--- config.mk ---
export PLATFORM = sky130hd
export DESIGN_NAME = sr_cmd_sequencer
export DESIGN_NICKNAME = d
export VERILOG_FILES = /design/src/rtl/sr_cmd_sequencer.sv
export SDC_FILE = /design/constraint.sdc
export NUM_CORES = 1
export LEC_CHECK = 0
export BUFFER_PORTS_ARGS = -buffer_cell sky130_fd_sc_hd__buf_2
export CORE_MARGIN = 5
export CORE_UTILIZATION = 55
export DETAILED_ROUTE_END_ITERATION = 10
export MAX_ROUTING_LAYER = met4
export PLACE_DENSITY = 0.76
export RECOVER_POWER = 50
export SYNTH_ARGS = -nofsm -noshare
export SYNTH_HDL_FRONTEND = slang
export SYNTH_SLANG_ARGS = --single-unit
--- constraint.sdc ---
create_clock -name clk -period 3.15 [get_ports clk]
set_clock_uncertainty 0.1 [all_clocks]
set_input_delay 0.7875 -clock clk [delete_from_list [all_inputs] [get_ports clk]]
set_output_delay 0.7875 -clock clk [all_outputs]
set_load 0.005 [all_outputs]
--- src/rtl/sr_cmd_sequencer.sv ---
// sr_cmd_sequencer: paces set/clear requests into non-overlapping S/R pulses with a one-entry pending slot
module sr_cmd_sequencer #(
  parameter int PULSE_W  = 2,
  parameter int GAP_W    = 1,
  parameter int CLR_WINS = 1
) (
  input  logic       clk,
  input  logic       reset,
  input  logic       set_req,
  input  logic       clr_req,
  output logic       s,
  output logic       r,
  output logic       busy,
  output logic       conflict,
  output logic       dropped,
  output logic       q_model,
  output logic [7:0] cmd_count
);
  typedef enum logic [1:0] {IDLE, SET_P, CLR_P, GAP} state_t;
  localparam logic [3:0] PW_M1 = 4'(PULSE_W - 1);
  localparam logic [3:0] GW_M1 = 4'(GAP_W - 1);
  state_t     r_state, w_nxt;
  logic [3:0] r_cnt, w_cnt_nxt;
  logic       r_pend_v, r_pend_t, w_pv_nxt, w_pt_nxt;
  logic       r_s, r_r, r_busy, r_conflict, r_dropped, r_q;
  logic [7:0] r_count;
  logic       w_req_v, w_req_t, w_both, w_mv, w_mt, w_end, w_leave;
  assign w_both  = set_req & clr_req;
  assign w_req_v = set_req | clr_req;
  assign w_req_t = w_both ? (CLR_WINS == 0) : set_req;
  // the freshest request always replaces whatever is pending
  assign w_mv    = w_req_v | r_pend_v;
  assign w_mt    = w_req_v ? w_req_t : r_pend_t;
  assign w_end   = (r_state == SET_P || r_state == CLR_P) && r_cnt == 4'd0;
  assign w_leave = r_state == IDLE || (r_state == GAP && r_cnt == 4'd0) || (w_end && GAP_W == 0);
  always_comb begin
    w_nxt    = r_state;
    w_pv_nxt = w_mv;
    w_pt_nxt = w_mt;
    if (w_leave) begin
      w_nxt    = w_mv ? (w_mt ? SET_P : CLR_P) : IDLE;
      w_pv_nxt = 1'b0;
    end else if (w_end) begin
      w_nxt = GAP;
    end
    w_cnt_nxt = (w_leave || w_end) ? (w_nxt == GAP ? GW_M1 : PW_M1) : r_cnt - 4'd1;
  end
  always_ff @(posedge clk) begin
    if (reset) begin
      r_state    <= IDLE;
      r_cnt      <= 4'd0;
      r_pend_v   <= 1'b0;
      r_pend_t   <= 1'b0;
      r_s        <= 1'b0;
      r_r        <= 1'b0;
      r_busy     <= 1'b0;
      r_conflict <= 1'b0;
      r_dropped  <= 1'b0;
      r_q        <= 1'b0;
      r_count    <= 8'd0;
    end else begin
      r_state    <= w_nxt;
      r_cnt      <= w_cnt_nxt;
      r_pend_v   <= w_pv_nxt;
      r_pend_t   <= w_pt_nxt;
      r_s        <= w_nxt == SET_P;
      r_r        <= w_nxt == CLR_P;
      r_busy     <= w_nxt != IDLE;
      r_conflict <= w_both;
      r_dropped  <= w_both | (w_req_v & r_pend_v);
      if (w_end) begin
        r_q <= r_state == SET_P;
        if (r_count != 8'hFF) r_count <= r_count + 8'd1;
      end
    end
  end
  assign s         = r_s;
  assign r         = r_r;
  assign busy      = r_busy;
  assign conflict  = r_conflict;
  assign dropped   = r_dropped;
  assign q_model   = r_q;
  assign cmd_count = r_count;
endmodule
==> results of run 1 <==
## worst paths after layout
| check | startpoint | to | slack (ps) | depth (start not counted) |
|---|---|---|---|---|
| setup reg to reg | r_state[1]$_SDFF_PP0_ | cmd_count[4]$_SDFFE_PP0P_ | 940 | 6 |
| hold reg to reg | q_model$_SDFFE_PP0P_ | q_model$_SDFFE_PP0P_ | 410 | 2 |
| setup / recovery | r_state[1]$_SDFF_PP0_ | cmd_count[4]$_SDFFE_PP0P_ | 940 | 6 |
| hold / removal | q_model$_SDFFE_PP0P_ | q_model$_SDFFE_PP0P_ | 410 | 2 |
## cell families (layout without fill, tap and decap cells)
| group | count (synthesis) | in the layout | synth area share (%) |
|---|---|---|---|
| XOR/XNOR | 5 | 5 | 4.49 |
| buffers and inverters | 8 | 25 | 3.98 |
| AND/OR/NAND/NOR | 41 | 41 | 23.2 |
| AO/OA/AOI/OAI | 20 | 20 | 12.3 |
| multiplexers | 3 | 3 | 3.08 |
| adder cells (fa/ha/maj) | 6 | 6 | 7.70 |
| flip-flops | 22 | 22 | 45.2 |
## flip-flops by register name (all words and copies together), names as in the netlist
register   count
busy           1
conflict       1
q_model        1
r_pend_v       1
r              1
cmd_count      8
r_pend_t       1
r_cnt          4
dropped        1
r_state        2
s              1
## through the flow
step	setup slack (ps)	utilization, %	total power, µW	hold WS, ps
floorplan	1380	-	427	357
global placement	1130	62.5	451	368
detailed placement	1040	62.5	456	380
CTS	972	65.6	669	409
global route	738	65.1	700	432
finish	937	65.1	661	412
## synth_stat cells
library cell,number
dfxtp_1,22
nor2_1,12
a21oi_1,8
ha_1,6
nand4_1,5
o21ai_0,5
inv_1,4
nand2_1,4
nor3_1,4
and3_1,3
mux2i_1,3
nor4_1,3
xor2_1,3
a211oi_1,2
nand3_1,2
or3_1,2
xnor2_1,2
a21oi_2,1
a31o_2,1
a31oi_1,1
and2_1,1
and4_1,1
and4b_1,1
and4bb_1,1
buf_1,1
buf_2,1
buf_6,1
clkbuf_1,1
o21bai_1,1
o311ai_0,1
or2_2,1
or4_4,1
## layer usage
metal,vias up,GRT usage (%),share of wire (%)
li1,414,-,-
met1,371,18.1,45
met2,15,28.9,49
met3,4,2.58,4.2
met4,0,9.17,1.4
met5,-,-,0
## cell type report
type | count | share of cell area [%]
multi-input combinational | 75 | 44.6
sequential | 22 | 39.6
timing repair buffer | 17 | 6.87
tap | 25 | 2.82
clock inverter | 1 | 2.70
clock buffer | 3 | 2.03
inverter | 4 | 1.35
## report_power, final
| group | switching (µW) | internal, µW | leakage [µW] | total, µW |
|---|---|---|---|---|
| logic | 74.7 | 52.5 | 0.000256 | 127 |
| clock network | 84.0 | 129 | 0.0000279 | 213 |
| registers | 18.2 | 303 | 0.000180 | 322 |
| total | 177 | 484 | 0.000464 | 661 |
## critical path, stage by stage, from the launching register on
cell and delay, ps:
dfxtp_1 420, inv_1 90, ha_1 270, and4bb_1 580
nand4_1 190, or3_1 330, a21oi_1 150
==> impl_metrics.toml, run 1 <==
[floorplanning]
start_util_pct = 57.1
fp.coreArea_um2 = 1710
dieHeight_um = 52.1
placementRows = 15
dieArea_um2 = 2710
die_w_um = 52.1
num_io_pins = 18

[final_layout]
multiInputGateArea_um2 = 495
instances_no_fill = 147
syn_to_final_growth_pct = 14.0
filler_cell_count = 157
nNetsFinal = 133
layout-drive-gt1-share_pct = 14.8
mostFrequentLayoutCell = "dfxtp_1"
fin_area_um2 = 1110
antenna_cells = 0
layout_common_cells = "dfxtp_1 (22), nor2_1 (12), buf_2 (10)"
seqCellArea_um2 = 440

[detailed_routing]
drt-initial-drc-count = 10
routed_via_density = 5.47
wirelength_mm = 1.91
drt_pass1_iterations = 4
num_vias = 804
drcViolationCount = 0
wl_per_cell_um = 13.0
ant_nets = 0

[clock_tree]
clkTransAtPathRegs_ps = 130
post-cts-setup-buffers = 0
cts_max_level = 1
clkSinkCount = 22
cts_made_buffers = 3
max-clock-path-buffers = 2
clkLatencyLatePin_ps = 310
cts_root_buf = "clkbuf_4"
post_cts_resized = 0
cts_tree = "done"
cts_hold_buf = 0

[synthesis]
synth_top_area_share_pct = 45.2
synth.largest_area_cell = "dfxtp_1"
synth_nets = 115
syn_inst = 105
avgSynthCellArea_um2 = 9.28
synth-seq-cells = 22
synth_area_leaders = "dfxtp_1 (45%), ha_1 (7.7%), nor2_1 (4.6%), a21oi_1 (4.1%), nand4_1 (3.2%)"
ys_seq_area_share_pct = 45.2
yosys_warnings = 0
synth.distinct_cells = 32
netlist_area_um2 = 975

[setup_path]
cp-start-kind = "flop"
cp_max_fo = 18
crit_type = "flop to flop"
crit_path_end_kind = "flop"
worstPathArrival_ps = 2340
cp_data_required_time_ps = 3270

[power_and_ir_drop]
peakVddDrop_mv = 0.359
power_density_nw_per_um2 = 595
power.leakage_uw = 0.000464

[place]
dpl_cell_area_um2 = 1070
hpwl_mm = 1.31
port-buffer-count = 17
dp_cells = 143
place_congestion = 0.773

[sta]
period_needed_ps = 2210
finalSetupViolCount = 0
fmax_ghz = 0.452
worst_pin_slew_ps = 978
rsz0062_at_grt = "false"
slew_violations = 0
setup_tns_ps = 0
hold_violations = 0
slew_headroom_pct = 34.8
finalCritPeriodShare_pct = 70.3

[worst_hold_path]
hold_path_class = "flop to flop"

[global_route]
grt_max_degree = 23
overflow = 0
grt_pass1_wl_mm = 3.26
antenna_found_initial = 0
track_usage_pct = 16.7
grt_pass1_vias = 784

[outcome]
outcome = "finished, final reports clean"

[flow_run]
max_cap_viol_count = 0
No activity file was read; power rests on OpenSTA's default activity.
==> run 2, diff against run 1 <==
CORE_ASPECT_RATIO = 0.7   (was unset)
CORE_UTILIZATION = 47   (was 55)
PLACE_DENSITY = 0.69   (was 0.76)
clock period = 1.9 ns   (was 3.15 ns; I/O delays follow)
==> run 2 against run 1 <==
Compared with the run above: combinational power increased by 110%; maximum frequency increased by 26%; worst hold slack got worse by 98 ps; non-clock buffer count increased by 6; via count increased by 3.0%; clock power decreased by 5%; design area increased by 1.1%; sequential share of layout area decreased by 0.44 points; die area increased by 14%; highest routed layer unchanged.
==> impl_metrics.toml, run 2 (synthesis gave the netlist of run 1 again) <==
[global_route]
grt_pass1_wl_mm = 3.27
track_usage_pct = 14.5
overflow = 0
antenna_found_initial = 0
grt_pass1_vias = 737
grt_max_degree = 23

[setup_path]
crit_type = "flop to flop"
critPathTopFamily = "flip-flops"
crit_path_end_kind = "flop"
cp-start-kind = "flop"
slowest_delay_ps = 400
cp.buffers_inverters = 1
cp_data_required_time_ps = 1990
slowest_stage = "dfxtp_1"
worstPathArrival_ps = 1840
cp_max_fo = 5
crit_chain = "ha_1 -> nand4_1 -> o21ai_0 -> buf_4 -> mux2i_1 -> nor2_1"

[sta]
finalCritPeriodShare_pct = 92.1
slew_headroom_pct = 65.6
worst_slack_ps = 149
hold_violations = 0
slew_violations = 0
finalSetupViolCount = 0
rsz0062_at_grt = "false"
period_needed_ps = 1750
worst_pin_slew_ps = 514
fmax_ghz = 0.571
setup_tns_ps = 0

[floorplanning]
num_io_pins = 18
dieHeight_um = 48.1
fp.coreArea_um2 = 1920
start_util_pct = 50.8
dieArea_um2 = 3100
die_w_um = 64.4
placementRows = 13

[clock_tree]
clkSinkCount = 22
max-clock-path-buffers = 2
clkLatencyLatePin_ps = 300
cts_hold_buf = 0
cts_tree = "done"
clkTransAtPathRegs_ps = 110
cts_made_buffers = 3
cts_max_level = 1
cts_root_buf = "clkbuf_4"

[detailed_routing]
drt_pass1_iterations = 4
num_vias = 828
routed_via_density = 5.56
wirelength_mm = 1.99
drt-initial-drc-count = 49
ant_nets = 0
drcViolationCount = 0
wl_per_cell_um = 13.4

[final_layout]
layout_common_cells = "dfxtp_1 (22), nor2_1 (12), clkbuf_1 (9)"
seqCellArea_um2 = 440
layout-drive-gt1-share_pct = 16.5
mostFrequentLayoutCell = "dfxtp_1"
syn_to_final_growth_pct = 15.3
multiInputGateArea_um2 = 499
antenna_cells = 0
filler_cell_count = 192
nNetsFinal = 139
largest_reg_flops = 8
utilization_pct = 58.5

[power_and_ir_drop]
power.leakage_uw = 0.000467
peakVddDrop_mv = 0.601
power_density_nw_per_um2 = 882

[flow_run]
max_cap_viol_count = 0

[place]
hpwl_mm = 1.49
place_ws_ps = 102
place_congestion = 0.776
port-buffer-count = 17

[worst_hold_path]
hold_path_class = "input pin to flop"

[outcome]
outcome = "finished, final reports clean"
run 2: cell types whose count changed in the layout (fill, tap and decap cells not counted), sizes merged:
cell	before	now
bufinv	1	0
buf	10	14
clkbuf	10	12
run 2: power by group:
part | internal, µW | switching (µW)
Clock | 73.9 | 128
Combinational | 121 | 140
Sequential | 503 | 24.7
Total | 698 | 293
run 2: per-layer routing:
metal / global-route usage [%] / routed length, µm / vias to the layer above
met4: 4.20 / 12 / 0
met5: - / 0 / -
met3: 5.30 / 80 / 2
met1: 19.7 / 1110 / 380
li1: - / - / 430
met2: 20.3 / 789 / 16
run 2: layout make-up:
cell class	count	share of cell area (%)
clock buffers	3	2.00
inverters	4	1.34
multi-input cells	75	44.4
flip-flops and latches	22	39.2
well taps	22	2.45
repair buffers	23	10.6
run 2: timing repair:
action                                  CTS  global route
endpoints found under the setup margin    0             8
gates resized for setup                   0             2
buffers inserted                          0             0
run 2: metrics by stage:
step	total power (µW)	std cells	area [µm²]	hold slack (ps)
global placement	787	146	1110	371
global route	1060	149	1120	319
finish	991	149	1120	314
CTS	999	149	1130	306
floorplan	707	105	975	357
detailed placement	794	146	1110	376
run 2: worst register-to-register path, cell delays in order (launching register included):
cell	delay [ps]
dfxtp_1	400
ha_1	250
nand4_1	240
o21ai_0	270
buf_4	160
mux2i_1	170
nor2_1	50
run 2: path summary, 6_finish.rpt:
kind                                   from                   endpoint  slack [ps]  cells after the start
setup / recovery  cmd_count[0]$_SDFFE_PP0P_  cmd_count[1]$_SDFFE_PP0P_         150                      6
hold / removal                      clr_req        conflict$_SDFF_PP0_         310                      3
setup reg to reg  cmd_count[0]$_SDFFE_PP0P_  cmd_count[1]$_SDFFE_PP0P_         150                      6
hold reg to reg         r_pend_v$_SDFF_PP0_         dropped$_SDFF_PP0_         390                      2
==> run 3, diff against run 2 <==
PLACE_DENSITY = 0.72   (was 0.69)
==> run 3 against run 2 <==
Compared with the run above: global-route usage increased by 0.17 points; flip-flop and latch count unchanged; cell count unchanged; register-to-register slack about the same; largest cell class unchanged.
==> impl_metrics.toml, run 3 (synthesis gave the netlist of run 1 again) <==
[clock_tree]
cts_tree = "done"
cts_max_level = 1
cts_made_buffers = 3
clkLatencyLatePin_ps = 310
cts_root_buf = "clkbuf_4"
clkTransAtPathRegs_ps = 120
max-clock-path-buffers = 2
clkSinkCount = 22

[place]
port-buffer-count = 17
dp_cells = 145
hpwl_mm = 1.42
place_congestion = 0.895

[detailed_routing]
ant_nets = 0
drcViolationCount = 0
drt-initial-drc-count = 97
routed_via_density = 5.50
num_vias = 819
wirelength_mm = 1.92
wl_per_cell_um = 12.9
drt_pass1_iterations = 4

[setup_path]
crit_type = "flop to flop"
crit_path_end_kind = "flop"
cp.buffers_inverters = 0
crit_chain = "ha_1 -> nand4_1 -> o21ai_0 -> mux2i_1 -> nor2_1"
cp_data_required_time_ps = 1970
rr_endpoint = "cmd_count[1]$_SDFFE_PP0P_"
slowest_stage = "o21ai_0"
worstPathArrival_ps = 1840
reg2reg_slack_ps = 140
slowest_delay_ps = 430
critPathTopFamily = "compound AO/OA/AOI/OAI gates"
r2r-start = "cmd_count[0]$_SDFFE_PP0P_"
cp_max_fo = 5
cp-start-kind = "flop"
rr_worst_depth = 5

[worst_hold_path]
hold_end = "conflict$_SDFF_PP0_"
hold_path_class = "input pin to flop"
hold_path_depth = 3
min_from = "clr_req"

[final_layout]
mostFrequentLayoutCell = "dfxtp_1"
filler_cell_count = 181
antenna_cells = 0
largest_reg_flops = 8
syn_to_final_growth_pct = 15.8
instances_no_fill = 149
nNetsFinal = 138
utilization_pct = 58.8
layout_common_cells = "dfxtp_1 (22), nor2_1 (12), clkbuf_1 (10)"
layout-drive-gt1-share_pct = 15.7

[power_and_ir_drop]
total_power_uw = 1030
power.leakage_uw = 0.000465
power_density_nw_per_um2 = 912
peakVddDrop_mv = 0.533

[global_route]
grt_max_degree = 23
grt_pass1_vias = 724
track_usage_pct = 14.7
grt_pass1_wl_mm = 3.30
overflow = 0
antenna_found_initial = 0

[sta]
slew_violations = 0
worst_pin_slew_ps = 958
finalCritPeriodShare_pct = 92.9
finalSetupViolCount = 0
period_needed_ps = 1760
rsz0062_at_grt = "false"
hold_violations = 0
slew_headroom_pct = 36.1
fmax_ghz = 0.567
setup_tns_ps = 0

[floorplanning]
num_io_pins = 18
dieHeight_um = 48.1
dieArea_um2 = 3100
start_util_pct = 50.8
die_w_um = 64.4
fp.coreArea_um2 = 1920
placementRows = 13

[flow_run]
max_cap_viol_count = 0

[outcome]
outcome = "finished, final reports clean"
[run 3: how the worst max path moves through the flow]
| stage | start | end | slack, ps | depth (start not counted) |
|---|---|---|---|---|
| global route | r_state[0]$_SDFF_PP0_ | cmd_count[4]$_SDFFE_PP0P_ | 40 | 6 |
| global placement | r_state[0]$_SDFF_PP0_ | s$_SDFF_PP0_ | 170 | 5 |
| finish | cmd_count[0]$_SDFFE_PP0P_ | cmd_count[1]$_SDFFE_PP0P_ | 140 | 5 |
| detailed placement | r_state[0]$_SDFF_PP0_ | cmd_count[4]$_SDFFE_PP0P_ | 110 | 6 |
| CTS | r_state[0]$_SDFF_PP0_ | cmd_count[4]$_SDFFE_PP0P_ | 60 | 6 |
| floorplan | r_state[0]$_SDFF_PP0_ | s$_SDFF_PP0_ | 130 | 6 |
[run 3: stage by stage]
step | instance area (µm²) | setup slack [ps] | hold WS [ps]
finish | 1130 | 136 | 301
global route | 1130 | 36.6 | 300
CTS | 1140 | 56.5 | 297
detailed placement | 1100 | 106 | 376
global placement | 1100 | 172 | 372
floorplan | 975 | 129 | 357
[run 3: layout make-up]
type	count	area, µm²	area share, %
multi-input combinational	75	499	44.2
sequential	22	440	39.0
timing repair buffer	22	110	9.76
clock buffer	4	36.3	3.22
tap	22	27.5	2.44
inverter	4	15.0	1.33
[run 3: where the power goes]
group	total, µW	switching, µW	leakage, µW	internal [µW]
clock network	256	139	0.0000210	117
registers	527	24.1	0.000180	503
logic	247	136	0.000265	111
[run 3: routing by layer]
layer	global-route usage [%]	wire length, µm	vias to the layer above
met4	6.30	19	0
met1	20.3	1030	372
met3	4.84	101	2
met2	19.5	772	22
met5	-	0	-
li1	-	-	423
[run 3: what timing repair did]
| item | CTS | global route |
|---|---|---|
| endpoints found under the hold margin | 0 | 0 |
| endpoints found under the setup margin | 0 | 5 |
| buffers inserted | 0 | 0 |
| gates resized for setup | 0 | 2 |
| hold buffers | 0 | 0 |
[run 3: worst reg2reg max path: stages (launching register included)]
cell	delay, ps
dfxtp_1	400
ha_1	260
nand4_1	170
o21ai_0	430
mux2i_1	230
nor2_1	50
